[config.mk]
export PLATFORM = sky130hd
export DESIGN_NAME = fact_initiator
export DESIGN_NICKNAME = d
export VERILOG_FILES = /design/src/rtl/fact_initiator.sv
export SDC_FILE = /design/constraint.sdc
export NUM_CORES = 1
export LEC_CHECK = 0
export BUFFER_PORTS_ARGS = -buffer_cell sky130_fd_sc_hd__buf_2
export CAP_MARGIN = 15
export CORE_AREA = 8 8 70 117
export DETAILED_ROUTE_END_ITERATION = 8
export DIE_AREA = 0 0 78 125
export PLACE_DENSITY = 0.69
export SETUP_SLACK_MARGIN = 0.15
export SLEW_MARGIN = 10
export SYNTH_ARGS = -nofsm -noshare
export SYNTH_HDL_FRONTEND = slang
export SYNTH_SLANG_ARGS = --single-unit
[constraint.sdc]
create_clock -name clk -period 3.1 [get_ports clk]
set_clock_uncertainty 0.15 [all_clocks]
set_input_delay 0.775 -clock clk [delete_from_list [all_inputs] [get_ports clk]]
set_output_delay 0.775 -clock clk [all_outputs]
set_load 0.02 [all_outputs]
[src/rtl/fact_initiator.sv]
// fact_initiator
//   Bus initiator that runs one factorial job on the factorial peripheral's
//   2-bit-address register interface. A job writes n, sets go, polls done,
//   reads the 32-bit result and then clears go. The controlling logic sees a
//   start/busy/done/err handshake.
//
//   Peripheral address map: 0 = n (4 bits), 1 = go (bit 0),
//                           2 = done (bit 0), 3 = result (32 bits).
//
//   Parameters:
//     TIMEOUT  maximum number of POLL cycles before the job aborts with err
//     TO_W     width of the poll counter (TIMEOUT < 2**TO_W)
//
//   Optional build macro:
//     FACT_RANGE_CHECK_EN  reject n > 12 (result would overflow 32 bits):
//                          err is set, busy pulses for one cycle, no bus access.
//
//   Ports:
//     clk     in   system clock, rising edge
//     rst     in   synchronous active-high reset
//     start   in   job request, sampled only in IDLE
//     n       in   factorial operand, captured on an accepted start
//     busy    out  high while a job is in progress
//     done    out  one-cycle pulse, result valid
//     err     out  sticky timeout/range flag, cleared by the next accepted start
//     result  out  last factorial read from the peripheral
//     A       out  peripheral address (registered)
//     WE      out  peripheral write enable (registered)
//     WD      out  peripheral write data (registered)
//     RD      in   peripheral read data, combinational from A
module fact_initiator #(
   parameter int unsigned TIMEOUT = 1000,
   parameter int unsigned TO_W    = 16
) (
   input  logic        clk,
   input  logic        rst,
   input  logic        start,
   input  logic [3:0]  n,
   output logic        busy,
   output logic        done,
   output logic        err,
   output logic [31:0] result,
   output logic [1:0]  A,
   output logic        WE,
   output logic [3:0]  WD,
   input  logic [31:0] RD
);

   typedef enum logic [2:0] {
      IDLE,
      WR_N,
      WR_GO,
      POLL,
      RD_RES,
      CLR_GO,
      ABORT,
      RANGE_ERR
   } state_t;

   localparam logic [1:0]      ADDR_N    = 2'd0;
   localparam logic [1:0]      ADDR_GO   = 2'd1;
   localparam logic [1:0]      ADDR_DONE = 2'd2;
   localparam logic [1:0]      ADDR_RES  = 2'd3;
   localparam logic [TO_W-1:0] LAST_POLL = TO_W'(TIMEOUT - 1);

   state_t          state;
   logic [TO_W-1:0] pollCnt;
   logic            outOfRange;

`ifdef FACT_RANGE_CHECK_EN
   assign outOfRange = (n > 4'd12);
`else
   assign outOfRange = 1'b0;
`endif

   // Bus outputs are loaded on the edge that enters a state, so every state
   // presents its own A/WE/WD for the whole cycle it is active. The n write
   // data is loaded straight into WD on the accepting edge; WD itself is the
   // operand latch.
   always_ff @(posedge clk) begin
      if (rst) begin
         state   <= IDLE;
         busy    <= 1'b0;
         done    <= 1'b0;
         err     <= 1'b0;
         result  <= '0;
         A       <= ADDR_N;
         WE      <= 1'b0;
         WD      <= '0;
         pollCnt <= '0;
      end else begin
         done <= 1'b0;
         case (state)
            IDLE: begin
               if (start) begin
                  busy <= 1'b1;
                  if (outOfRange) begin
                     err   <= 1'b1;
                     state <= RANGE_ERR;
                  end else begin
                     err   <= 1'b0;
                     A     <= ADDR_N;
                     WE    <= 1'b1;
                     WD    <= n;
                     state <= WR_N;
                  end
               end
            end
            WR_N: begin
               A     <= ADDR_GO;
               WE    <= 1'b1;
               WD    <= 4'b0001;
               state <= WR_GO;
            end
            WR_GO: begin
               A       <= ADDR_DONE;
               WE      <= 1'b0;
               WD      <= '0;
               pollCnt <= '0;
               state   <= POLL;
            end
            POLL: begin
               if (RD[0]) begin
                  A     <= ADDR_RES;
                  state <= RD_RES;
               end else if (pollCnt == LAST_POLL) begin
                  A     <= ADDR_GO;
                  WE    <= 1'b1;
                  WD    <= '0;
                  state <= ABORT;
               end else begin
                  pollCnt <= pollCnt + 1'b1;
               end
            end
            RD_RES: begin
               result <= RD;
               A      <= ADDR_GO;
               WE     <= 1'b1;
               WD     <= '0;
               done   <= 1'b1;   // pulse lines up with the CLR_GO cycle
               state  <= CLR_GO;
            end
            CLR_GO: begin
               A     <= ADDR_N;
               WE    <= 1'b0;
               WD    <= '0;
               busy  <= 1'b0;
               state <= IDLE;
            end
            ABORT: begin
               err   <= 1'b1;
               A     <= ADDR_N;
               WE    <= 1'b0;
               WD    <= '0;
               busy  <= 1'b0;
               state <= IDLE;
            end
            RANGE_ERR: begin
               busy  <= 1'b0;
               state <= IDLE;
            end
            default: begin
               A     <= ADDR_N;
               WE    <= 1'b0;
               WD    <= '0;
               busy  <= 1'b0;
               state <= IDLE;
            end
         endcase
      end
   end

endmodule

# Word-level counts from Yosys, hierarchy flattened
# Cells that the tools add are included.
# classes
add_sub_neg,1
n_eq_ne,13
muxes,23
reduce_logical,19
# ops
cell,n
16-bit two-way mux,2
16-bit one-hot mux with 2 select lines,1
3-bit one-hot mux with 6 select lines,1
"16-bit by 1-bit adder with 16-bit output, second input constant",1
"16-bit by 10-bit == test with 1-bit output, second input constant",1
4-bit one-hot mux with 4 select lines,1
"3-bit == test, second input constant",4
4-bit two-way mux,3
2-bit one-hot mux with 5 select lines,1
3-bit two-way mux,3
"2-bit != test, second input constant",4
4-bit AND reduction,2
4-bit nonzero test,2
"3-bit by 2-bit == test with 1-bit output, second input constant",2
2-bit two-way mux,3
2-bit AND reduction,3
3-bit AND reduction,2
2-bit nonzero test,3
3-bit OR reduction,2
1-bit two-way mux,5
5-bit nonzero test,1
1-bit one-hot mux with 2 select lines,2
1-bit one-hot mux with 4 select lines,1
2-bit OR reduction,2
other kinds (4),4
# totals
reg_bits,61
in_bits,39
out_inout_bits,42
wordCells,65

# Logic depth before layout (Yosys ltp)
# depth
ltp_word,4
ltp_mapped,7
mapped_depth_nobuf,6

# Worst setup path before layout
# No wires, ideal clock.
# synth_path
path_kind,register -> register
from,register pollCnt[3]
to,register pollCnt[14]
setup_ns,0.126
t_arrival_ns,1.793
t_required_ns,2.824
slack_ns,1.031
path_stages_with_launch,6
path_buffers,0
synth_period_minus_slack_ns,2.069
path_cell_list,dfxtp_1 or4_4 or4_4 a21oi_4 or4_1 a21oi_1
# synth_via
elab_chain_len,4
word_cells_on_any_way,7
classes_between,add/sub: 1; eq/ne: 2; mux: 3; reduce/logical: 1
# synth_lines
element,line_no,text
"start, declared",67,logic [TO_W-1:0] pollCnt;
"start signal, assigned",132,pollCnt <= pollCnt + 1'b1;
16-bit by 1-bit adder with 16-bit output,132,
16-bit two-way mux,126,end else if (pollCnt == LAST_POLL) begin
16-bit two-way mux,123,if (RD[0]) begin
16-bit one-hot mux with 2 select lines,93,case (state)
# Parallel ways exist; a longest one is shown, timed or not. The select of a mux whose other input is x is not followed.
# A chain may end at the register's enable or synchronous reset.

# Final worst setup path
# layout_path
from,register pollCnt[11]
to,register WD[2]
# layout_via
elab_chain_len,3
# layout_lines
element,line_no,text
16-bit by 10-bit == test with 1-bit output,126,
2-bit != test (no source line),n/a,
4-bit AND reduction (no source line),n/a,
"end signal, assigned",104,WD <= n;
"end, declared",45,"output logic [3:0] WD,"
# No other way between the ends.

==> reports/results.txt <==
Slowest library cell on the worst path: or4_1
Hpwl dp: 5.07 mm
Area grow syn2layout: 30.9%
Final setup violation count: 0
Die area: 0.00975 mm^2
DIE WIDTH: 78 um
Buffers added on ports: 80
Max-cap violation count: 0
Final period util: 75.0%
Fin Hold WS: 298 ps
Crit-path max FO: 5
First-pass GRT wire length: 11.4 mm
Post-layout min period: 2330 ps
Hold crit path type: reg -> reg
CTS tree: yes
CP cell instances: or4_1, nor4_2, a31oi_1, nor2_2, mux2i_1
CP bufs+invs: 0
Largest area contributor in the netlist: dfxtp_1
Post-route setup slack: 774 ps
Clock transition at path regs: 50 ps
Hold buffer count at cts: 0
Worst R2R Setup Slack: 770 ps
Clk sinks: 61
WP data arrival: 2430 ps
Post-synth EDFFs: 0
Area of the multi-input gates: 0.00124 mm^2
Asr flop ratio synth: 0%
Post-synth top cells: nand2_1 (84), dfxtp_1 (61), a21oi_1 (46)
Total global-route track usage: 14.4%
Sw Ratio: 23.1%
TritonCTS Buffers: 9
Comb pwr share: 8.7%
Layout cells sized above 1: 26.1%
Root buf cell: clkbuf_16
Slew margin rel.: 57.1%
I/O pins: 81
Sw power: 0.463 mW
Slew Limit Fails: 0
Yosys reg bits: 61
Yosys cell types: 42
DRC: 0
Initial antenna violation count: 0
Fmax: 0.430 GHz
Initial DRC Count: 130
Placement Rows: 40
Pre-CTS WS: 757 ps
CP Capture Type: register
Core box area: 0.00671 mm^2
Aggregate routed wire length: 6.85 mm
Synth top area share: 48.3%
Post-cts resize count: 0
Largest net degree at the start of global routing: 49
Mean Syn Cell Area: 7.96 um^2
Total gr overflow: 0
Antenna Nets Post-Route: 0
Clk pwr share: 49.8%
Syn_nets: 358
Hold Vio Cnt, Final: 0
Wirelength per Cell: 14.1 um
Crit-path max cell delay: 600 ps
Pwr dens: 605 mW/mm^2
Vias in the first global route: 2444
Synth warn: 0
Sequential power share: 41.5%
Total power: 2.00 mW
Antenna cells: 0
Ranking of synthesized cells by area: dfxtp_1 (48%), nand2_1 (12%), a21oi_1 (9.1%), nor2_1 (3.3%), clkbuf_1 (2.2%)
Count leader, synth: nand2_1
Fillers: 704
WP data required: 3200 ps
Leakage: 1.37 nW
Setup Buffers After CTS: 0
GP Congestion: 0.917
Core Util, Final: 49.4%
Starting Density: 37.7%
Post-synthesis cell count: 318
Seq/Total Area, Yosys: 48.3%
Final #Nets: 437
CP top delay family: simple AND/OR/NAND/NOR gates
First-pass iteration count of the detailed router: 4
TNS Setup: 0 ps
Synth Flop Type: dfxtp_1
Vias per std cell: 5.14
RSZ-0062 raised after global routing: false
Outcome: complete, no violations
Clock tree buffer depth: 2
Max VDD drop: 399 uV
Storage cell area: 0.00122 mm^2
Crit path kind: reg -> reg
CP startpoint kind: register
Vias: 2500
H-tree depth: 3
Internal: 1.54 mW
Clk_lat worst skew: 320 ps
Die Y: 125 um
Mapped Area: 0.00253 mm^2
Worst-Margin Slew: 635 ps
==> kinds of logic after synthesis <==
family / Yosys count / share of synthesized area [%]
xor+xnor: 6 / 2.08
fa+ha+maj: 1 / 0.494
mux: 4 / 1.58
buf+inv: 20 / 2.97
compound gates: 78 / 18.2
flops: 61 / 48.3
simple gates: 148 / 26.4
==> sequential cells by signal, indices dropped and copies added, names as in the netlist <==
signal / count
result: 32
busy: 1
err: 1
WE: 1
A: 2
WD: 4
state: 3
pollCnt: 16
done: 1
==> placed cells by master (no fill, tap or decap), types with 2 or more instances in the layout <==
cell type | synthesis | layout
mux2i_1 | 4 | 4
clkbuf_8 | 0 | 2
nand3b_1 | 2 | 2
inv_1 | 5 | 5
buf_2 | 0 | 80
clkbuf_1 | 15 | 2
dfxtp_1 | 61 | 61
nand2b_1 | 2 | 2
nand4_1 | 3 | 3
nor2_1 | 22 | 22
a211oi_1 | 3 | 3
or4_4 | 2 | 2
nor4_1 | 2 | 2
xnor2_1 | 5 | 5
clkbuf_16 | 0 | 9
nand2_1 | 84 | 84
o21ai_1 | 3 | 3
a21oi_1 | 46 | 46
nor3_1 | 7 | 6
buf_4 | 0 | 3
a31oi_1 | 4 | 4
nor2b_1 | 2 | 2
or3_1 | 3 | 3
o21ai_0 | 8 | 8
and3_1 | 5 | 5
nand3_1 | 9 | 9
or4_1 | 2 | 2
==> routing by layer <==
layer,up-vias,part of all wire (%),GRT usage (%)
met5,-,0,0
met4,0,3.6,9.00
met3,18,6.2,6.17
met2,72,50,23.4
met1,1155,40,14.7
li1,1255,-,-
==> worst register-to-register path, delay by kind of cell (launching register included) <==
kind / cells / cell delay, ps
muxes: 1 / 220
AOI/OAI and AO/OA: 1 / 230
and+or+nand+nor: 3 / 1320
DFF: 1 / 340
==> power by group through the flow <==
stage	Sequential, mW	Combinational (mW)	Clock, mW
2_1_floorplan	0.858	0.0949	0
3_3_place_gp	0.846	0.175	0
3_5_place_dp	0.847	0.177	0
4_1_cts	0.831	0.178	1.02
5_1_grt	0.834	0.194	1.06
6_report	0.831	0.175	0.997
==> through the flow <==
stage	area (um^2)	cells
after global placement	3010	470
after detailed placement	3010	470
after CTS	3310	486
after floorplan	2530	318
after global routing	3310	486
final	3310	486
==> path summary, 6_finish.rpt <==
path,startpoint,to,depth (start not counted)
max,pollCnt[11],WD[2],5
min,result[15],result[15],2
max reg2reg,pollCnt[11],WD[2],5
min reg2reg,result[15],result[15],2
==> cell type report <==
type / count / share of cell area, %
well taps: 84 / 3.17
clock inverters: 3 / 1.32
flip-flops and latches: 61 / 36.9
inverters: 5 / 0.567
clock buffers: 13 / 7.86
multi-input cells: 237 / 37.4
repair buffers: 83 / 12.8
Power figures use the tool's default switching activity.
